--- src/rtl/muldiv_ctrl.sv ---
// muldiv_ctrl: sequences the shared MULT/DIV units into HI/LO.
// Launches the selected unit, waits for its done, then writes HI/LO or raises a divide-by-zero or timeout pulse.
`default_nettype none

module muldiv_ctrl #(
  parameter int TIMEOUT = 40
) (
  input  logic clk,
  input  logic reset_n,
  input  logic mult_req,
  input  logic div_req,
  input  logic divisor_zero,
  input  logic mult_done,
  input  logic div_done,
  output logic mult_start,
  output logic div_start,
  output logic hilo_sel,
  output logic hi_write,
  output logic lo_write,
  output logic busy,
  output logic div_zero_exc,
  output logic timeout_err
);

  localparam int CW = $clog2(TIMEOUT + 1);
  localparam logic [CW-1:0] CNT_LAST = CW'(TIMEOUT - 1);
  localparam logic [CW-1:0] CNT_MAX  = CW'(TIMEOUT);

  typedef enum logic [2:0] {
    IDLE   = 3'd0,
    START  = 3'd1,
    WAIT   = 3'd2,
    WRITE  = 3'd3,
    EXC_DZ = 3'd4,
    EXC_TO = 3'd5
  } state_t;

  state_t        state, state_next;
  logic          op, op_next;
  logic [CW-1:0] cnt, cnt_next;
  logic          sel_done;

  always_ff @(posedge clk) begin
    if (!reset_n) begin
      state <= IDLE;
      op    <= 1'b0;
      cnt   <= '0;
    end else begin
      state <= state_next;
      op    <= op_next;
      cnt   <= cnt_next;
    end
  end

  // Only the launched unit's done can complete the operation.
  assign sel_done = op ? div_done : mult_done;

  always_comb begin
    state_next = state;
    op_next    = op;
    cnt_next   = cnt;
    case (state)
      IDLE: begin
        if (mult_req) begin
          op_next    = 1'b0;
          state_next = START;
        end else if (div_req) begin
          if (divisor_zero) begin
            state_next = EXC_DZ;
          end else begin
            op_next    = 1'b1;
            state_next = START;
          end
        end
      end
      START: begin
        cnt_next   = '0;
        state_next = WAIT;
      end
      WAIT: begin
        if (cnt != CNT_MAX) cnt_next = cnt + CW'(1);
        if (sel_done)             state_next = WRITE;
        else if (cnt == CNT_LAST) state_next = EXC_TO;
      end
      WRITE:   state_next = IDLE;
      EXC_DZ:  state_next = IDLE;
      EXC_TO:  state_next = IDLE;
      default: state_next = IDLE;
    endcase
  end

  // Every output is a decode of registered state/op, never of inputs.
  assign mult_start   = (state == START) && !op;
  assign div_start    = (state == START) &&  op;
  assign hilo_sel     = op;
  assign hi_write     = (state == WRITE);
  assign lo_write     = (state == WRITE);
  assign busy         = (state != IDLE);
  assign div_zero_exc = (state == EXC_DZ);
  assign timeout_err  = (state == EXC_TO);

endmodule

`default_nettype wire

--- config.mk ---
export PLATFORM = sky130hd
export DESIGN_NAME = muldiv_ctrl
export DESIGN_NICKNAME = d
export VERILOG_FILES = /design/src/rtl/muldiv_ctrl.sv
export SDC_FILE = /design/constraint.sdc
export NUM_CORES = 1
export LEC_CHECK = 0
export ABC_CLOCK_PERIOD_IN_PS = 2000
export CAP_MARGIN = 20
export CORE_MARGIN = 2
export CORE_UTILIZATION = 47
export DETAILED_ROUTE_END_ITERATION = 8
export HOLD_SLACK_MARGIN = 0.12
export PLACE_DENSITY = 0.76
export SYNTH_ARGS = -nofsm -noshare
export SYNTH_HDL_FRONTEND = slang
export SYNTH_SLANG_ARGS = --single-unit
--- constraint.sdc ---
create_clock -name clk -period 2 [get_ports clk]
set_input_delay 0.2 -clock clk [delete_from_list [all_inputs] [get_ports clk]]
set_output_delay 0.2 -clock clk [all_outputs]
set_load 0.005 [all_outputs]
==> Word level (Yosys, flattened, before mapping) <==
Cells that the tools add are included.
{ "totals": {"ff_bits": 10, "word_cells": 37} }
{ "op_classes": {"n_addsub": 1, "eq_ne": 11, "muxes": 12, "reduce_logical": 10} }
{ "op_table": {"columns": ["op", "n"], "rows": [
  ["$mux W3", 5],
  ["$pmux W6 S2", 1],
  ["$pmux W3 S3", 1],
  ["$add A6 B1 Y6 const B", 1],
  ["$eq A3 B2 Y1 const B", 2],
  ["$eq A3 B3 Y1 const B", 2],
  ["$eq A6 B6 Y1 const B", 1],
  ["$mux W6", 1],
  ["$ne A3 B3 Y1 const B", 2],
  ["$ne A6 B6 Y1 const B", 1],
  ["$mux W1", 4],
  ["$ne A2 B2 Y1 const B", 2],
  ["$reduce_and A2 Y1", 2],
  ["$reduce_bool A2 Y1", 2],
  ["$eq A3 B1 Y1 const B", 1],
  ["$logic_not A3 Y1", 1],
  ["$reduce_and A3 Y1", 1],
  ["$reduce_bool A3 Y1", 1],
  ["$logic_and A1 B1 Y1", 2],
  ["$logic_not A1 Y1", 1]
]} }

==> Depth between registers and ports, before layout <==
{ "logic_depth": {"depth_word": 4, "depth_mapped": 5} }

==> Least setup slack after synthesis <==
Ideal clock, no wire load.
{ "synth_timing": {"kind": "reg-to-reg", "startpoint": "register state[0]", "endpoint": "register state[2]", "t_arrival_ns": 1.594, "t_required_ns": 1.914, "slack_ns": 0.319, "stages_incl_launch_ff": 5, "cell_sequence": "dfxtp_1 buf_6 or3b_4 or4b_4 a221oi_2"} }
{ "synth_between": {"elab_chain_cells": 3} }
{ "synth_lines": {"columns": ["element", "line", "rtl"], "rows": [
  ["from (decl)", "38", "state_t state, state_next;"],
  ["from (signal assigned)", "49", "state <= state_next;"],
  ["$eq A3 B2 Y1 or $logic_not A3 Y1 (tied branches)", "62", "case (state)"],
  ["$ne A3 B3 Y1 (no line)", null, null],
  ["$reduce_and A2 Y1 (no line)", null, null]
]} }
Several ways; a longest one is shown, not always the timed one.
A chain may end at the register's enable or synchronous reset.

==> Worst setup path in the final report <==
{ "layout_timing": {"startpoint": "register state[0]", "endpoint": "output port mult_start"} }
{ "layout_between": {"elab_chain_cells": 2} }
{ "layout_lines": {"columns": ["element", "line", "rtl"], "rows": [
  ["$eq A3 B1 Y1", "93", "assign mult_start = (state == START) && !op;"],
  ["$logic_and A1 B1 Y1", "93", null],
  ["to (decl)", "15", "output logic mult_start,"]
]} }
No other way between the ends.

==> metrics.txt <==
Worst Path Buf+Inv=1; Yosys top cell area share=between 30 and 40%; IO Pins=15; most common cell after layout, fill and taps aside=clkdlybuf4s50_1; Worst EP arrival=1.73 ns; Routed Antenna Nets=0; sequential share of power=about 40%; Slew @ Worst Pin=between 0.3 and 0.4 ns; Logic pwr share=between 20% and 30%; syn nets=86; fin crit period=around 1.9 ns; Final Hold Viols=0; Post-CTS Repair Setup Buffers=0; Fillers=113; startpoint types=register; post-DP HPWL=1080 µm; most frequent cells in the layout=clkdlybuf4s50_1 (14), dfxtp_1 (9), inv_1 (8); Mapped Cells=77; Multi-input gate area=384 µm²; syn avg cell area=8.38 µm²; Final Skew=approximately 0.0028 ns; net switching power=0.166 mW; Netlist cell types=35; Sink Count=10; clock network power share=approximately a third; die width=about 40 µm; Crit path max-delay family=simple AND/OR/NAND/NOR gates; drt pass-1 iters=4; RSZ-0062 raised after global routing=false; area leader, netlist=dfxtp_1; aggregate global-route resource usage=20.4%; clk buf depth=2; GP Congestion=about 0.78; vias in the first global route=between 500 and 600; R2R setup slack=0.31 ns; Worst-path clk slew=around 0.080 ns; Leak=roughly 0.30 nW; ratio of cells with drive above 1 in the final layout=roughly 14%; worst flop-to-flop path startpoint=state[1]; residual DRC count=0; post-cts resize count=3; Hold Buf Count CTS=0; Routed wire per std cell=approximately 13 µm; nets@finish=around 100; initial antenna violation count=0; final setup fails=0; Worst Setup EP=mult_start; pwr dens=roughly 680 mW/mm²; critical path class=reg2out; CTS tree=built; total gr overflow=0; Clock Root Buffer=clkbuf_4; die area=about 0.0017 mm²; H-tree depth=1; register area=~200 µm²; WP data required=between 1.5 and 2 ns; Mapped Area=roughly 650 µm²; first-pass GRT wire length=between 2000 and 2500 µm; Peak VDD IR=0.000346 V; tightest hold margin=a little over 0.5 ns; status=complete, no violations; Worst slew margin=between 70% and 80%; worst reg-to-reg path cell count=3; CP max FO=10; synth warn=0; FF+latch count, synth=10; Switching Share=29.3%; main area contributors after synthesis=dfxtp_1 (31%), mux2i_1 (6.2%), inv_1 (4.7%); instance count on the critical path=3; largest net degree at the start of global routing=11; Worst Setup SP=state[0]; total of max-cap violations=0; Max Fclk=roughly 520 MHz; Rows=13; register area share after synthesis=a little under a third; HP Class=reg2reg; Ant. Diodes=0; Slew Viols, Final=0; CP cell instances=or3b_4 > nor2_1 > clkdlybuf4s50_1; fraction of the cycle the final worst path needs=between 90 and 100%; final WL=approximately 1400 µm; Port Buffers=14; Skew-Pair Late Insertion Delay=between 0.2 and 0.3 ns; Crit. End Element=output port; Area Overhead vs Synth=29.5%; r2r endpoint=state[2]; mean number of vias per cell=5.71; critical path's slowest cell=clkdlybuf4s50_1; total CTS buffers=3; via count=622; total negative slack=0 ns; P_int=~0.40 mW; Initial Util=around half; initial DRC count=7; Largest stage delay, worst path=0.51 ns; Die Y=around 41 µm; core area=between 0.001 and 0.0015 mm²
## flip-flops by register name, summed over array words and instances (netlist names)
signal and cells:
hilo_sel 1, state 3, cnt 6
## cell usage after synthesis (all sizes together)
cell	n
dfxtp	10
inv	8
nor2	7
a21oi	4
mux2i	4
nand2	4
buf	3
nand3	3
nor3	3
o21ai	3
ha	2
nand2b	2
nand4b	2
or3	2
or3b	2
a2111o	1
a2111oi	1
a211o	1
a211oi	1
a221oi	1
a311oi	1
a31oi	1
and2b	1
and3	1
clkbuf	1
nand3b	1
nor4bb	1
o22ai	1
o31ai	1
or2	1
or4	1
or4b	1
xnor2	1
## area by class of cell
type	count	share of cell area, %
repair buffers	17	19.5
clock buffers	4	4.34
inverters	8	3.59
well taps	15	2.25
multi-input cells	55	46.0
flip-flops and latches	10	24.4
## worst reg2reg max path, stage by stage (launching register included)
cell	delay (ns)
dfxtp_1	0.39
or3b_4	0.43
or4b_4	0.55
a221oi_2	0.26
## stage by stage
stage	std cells	power (mW)	worst slack [ns]	util, %	instance area (µm²)
6_report	109	0.566	0.0733	65.0	836
3_5_place_dp	105	0.371	0.123	61.7	793
3_3_place_gp	105	0.367	0.182	61.7	793
2_1_floorplan	77	0.315	0.319	-	646
4_1_cts	109	0.568	0.0491	65.0	836
5_1_grt	109	0.589	0.0261	65.0	836
## layer usage
layer  up-vias  wire [µm]  GRT usage, %
met1       292        658          25.4
met2        15        689          32.4
li1        310          -             -
met4         0         30          12.5
met5         -          0             0
met3         5         53          3.26
## cells by family (layout without fill, tap and decap cells)
group	Yosys count	after routing	share of synthesized area, %
adder cells (fa/ha/maj)	2	2	3.88
AND/OR/NAND/NOR	32	32	29.8
XOR/XNOR	1	1	1.36
AO/OA/AOI/OAI	16	16	17.8
multiplexers	4	4	6.20
flip-flops	10	10	31.0
buffers and inverters	12	29	9.88
## worst min path at each step
stage | start | to | slack (ns) | depth (start not counted)
floorplan | mult_req | hilo_sel | 0.30 | 1
global placement | cnt[5] | cnt[5] | 0.48 | 2
detailed placement | cnt[5] | cnt[5] | 0.50 | 2
CTS | state[0] | state[0] | 0.50 | 1
global route | state[0] | state[0] | 0.53 | 1
finish | cnt[5] | cnt[5] | 0.51 | 2
## power groups by stage
| stage | combinational [mW] | sequential, mW | clock (mW) |
|---|---|---|---|
| detailed placement | 0.141 | 0.230 | 0 |
| finish | 0.144 | 0.227 | 0.196 |
| global route | 0.158 | 0.229 | 0.203 |
| floorplan | 0.0939 | 0.222 | 0 |
| global placement | 0.137 | 0.230 | 0 |
| CTS | 0.144 | 0.226 | 0.197 |
No activity file was read; power rests on OpenSTA's default activity.
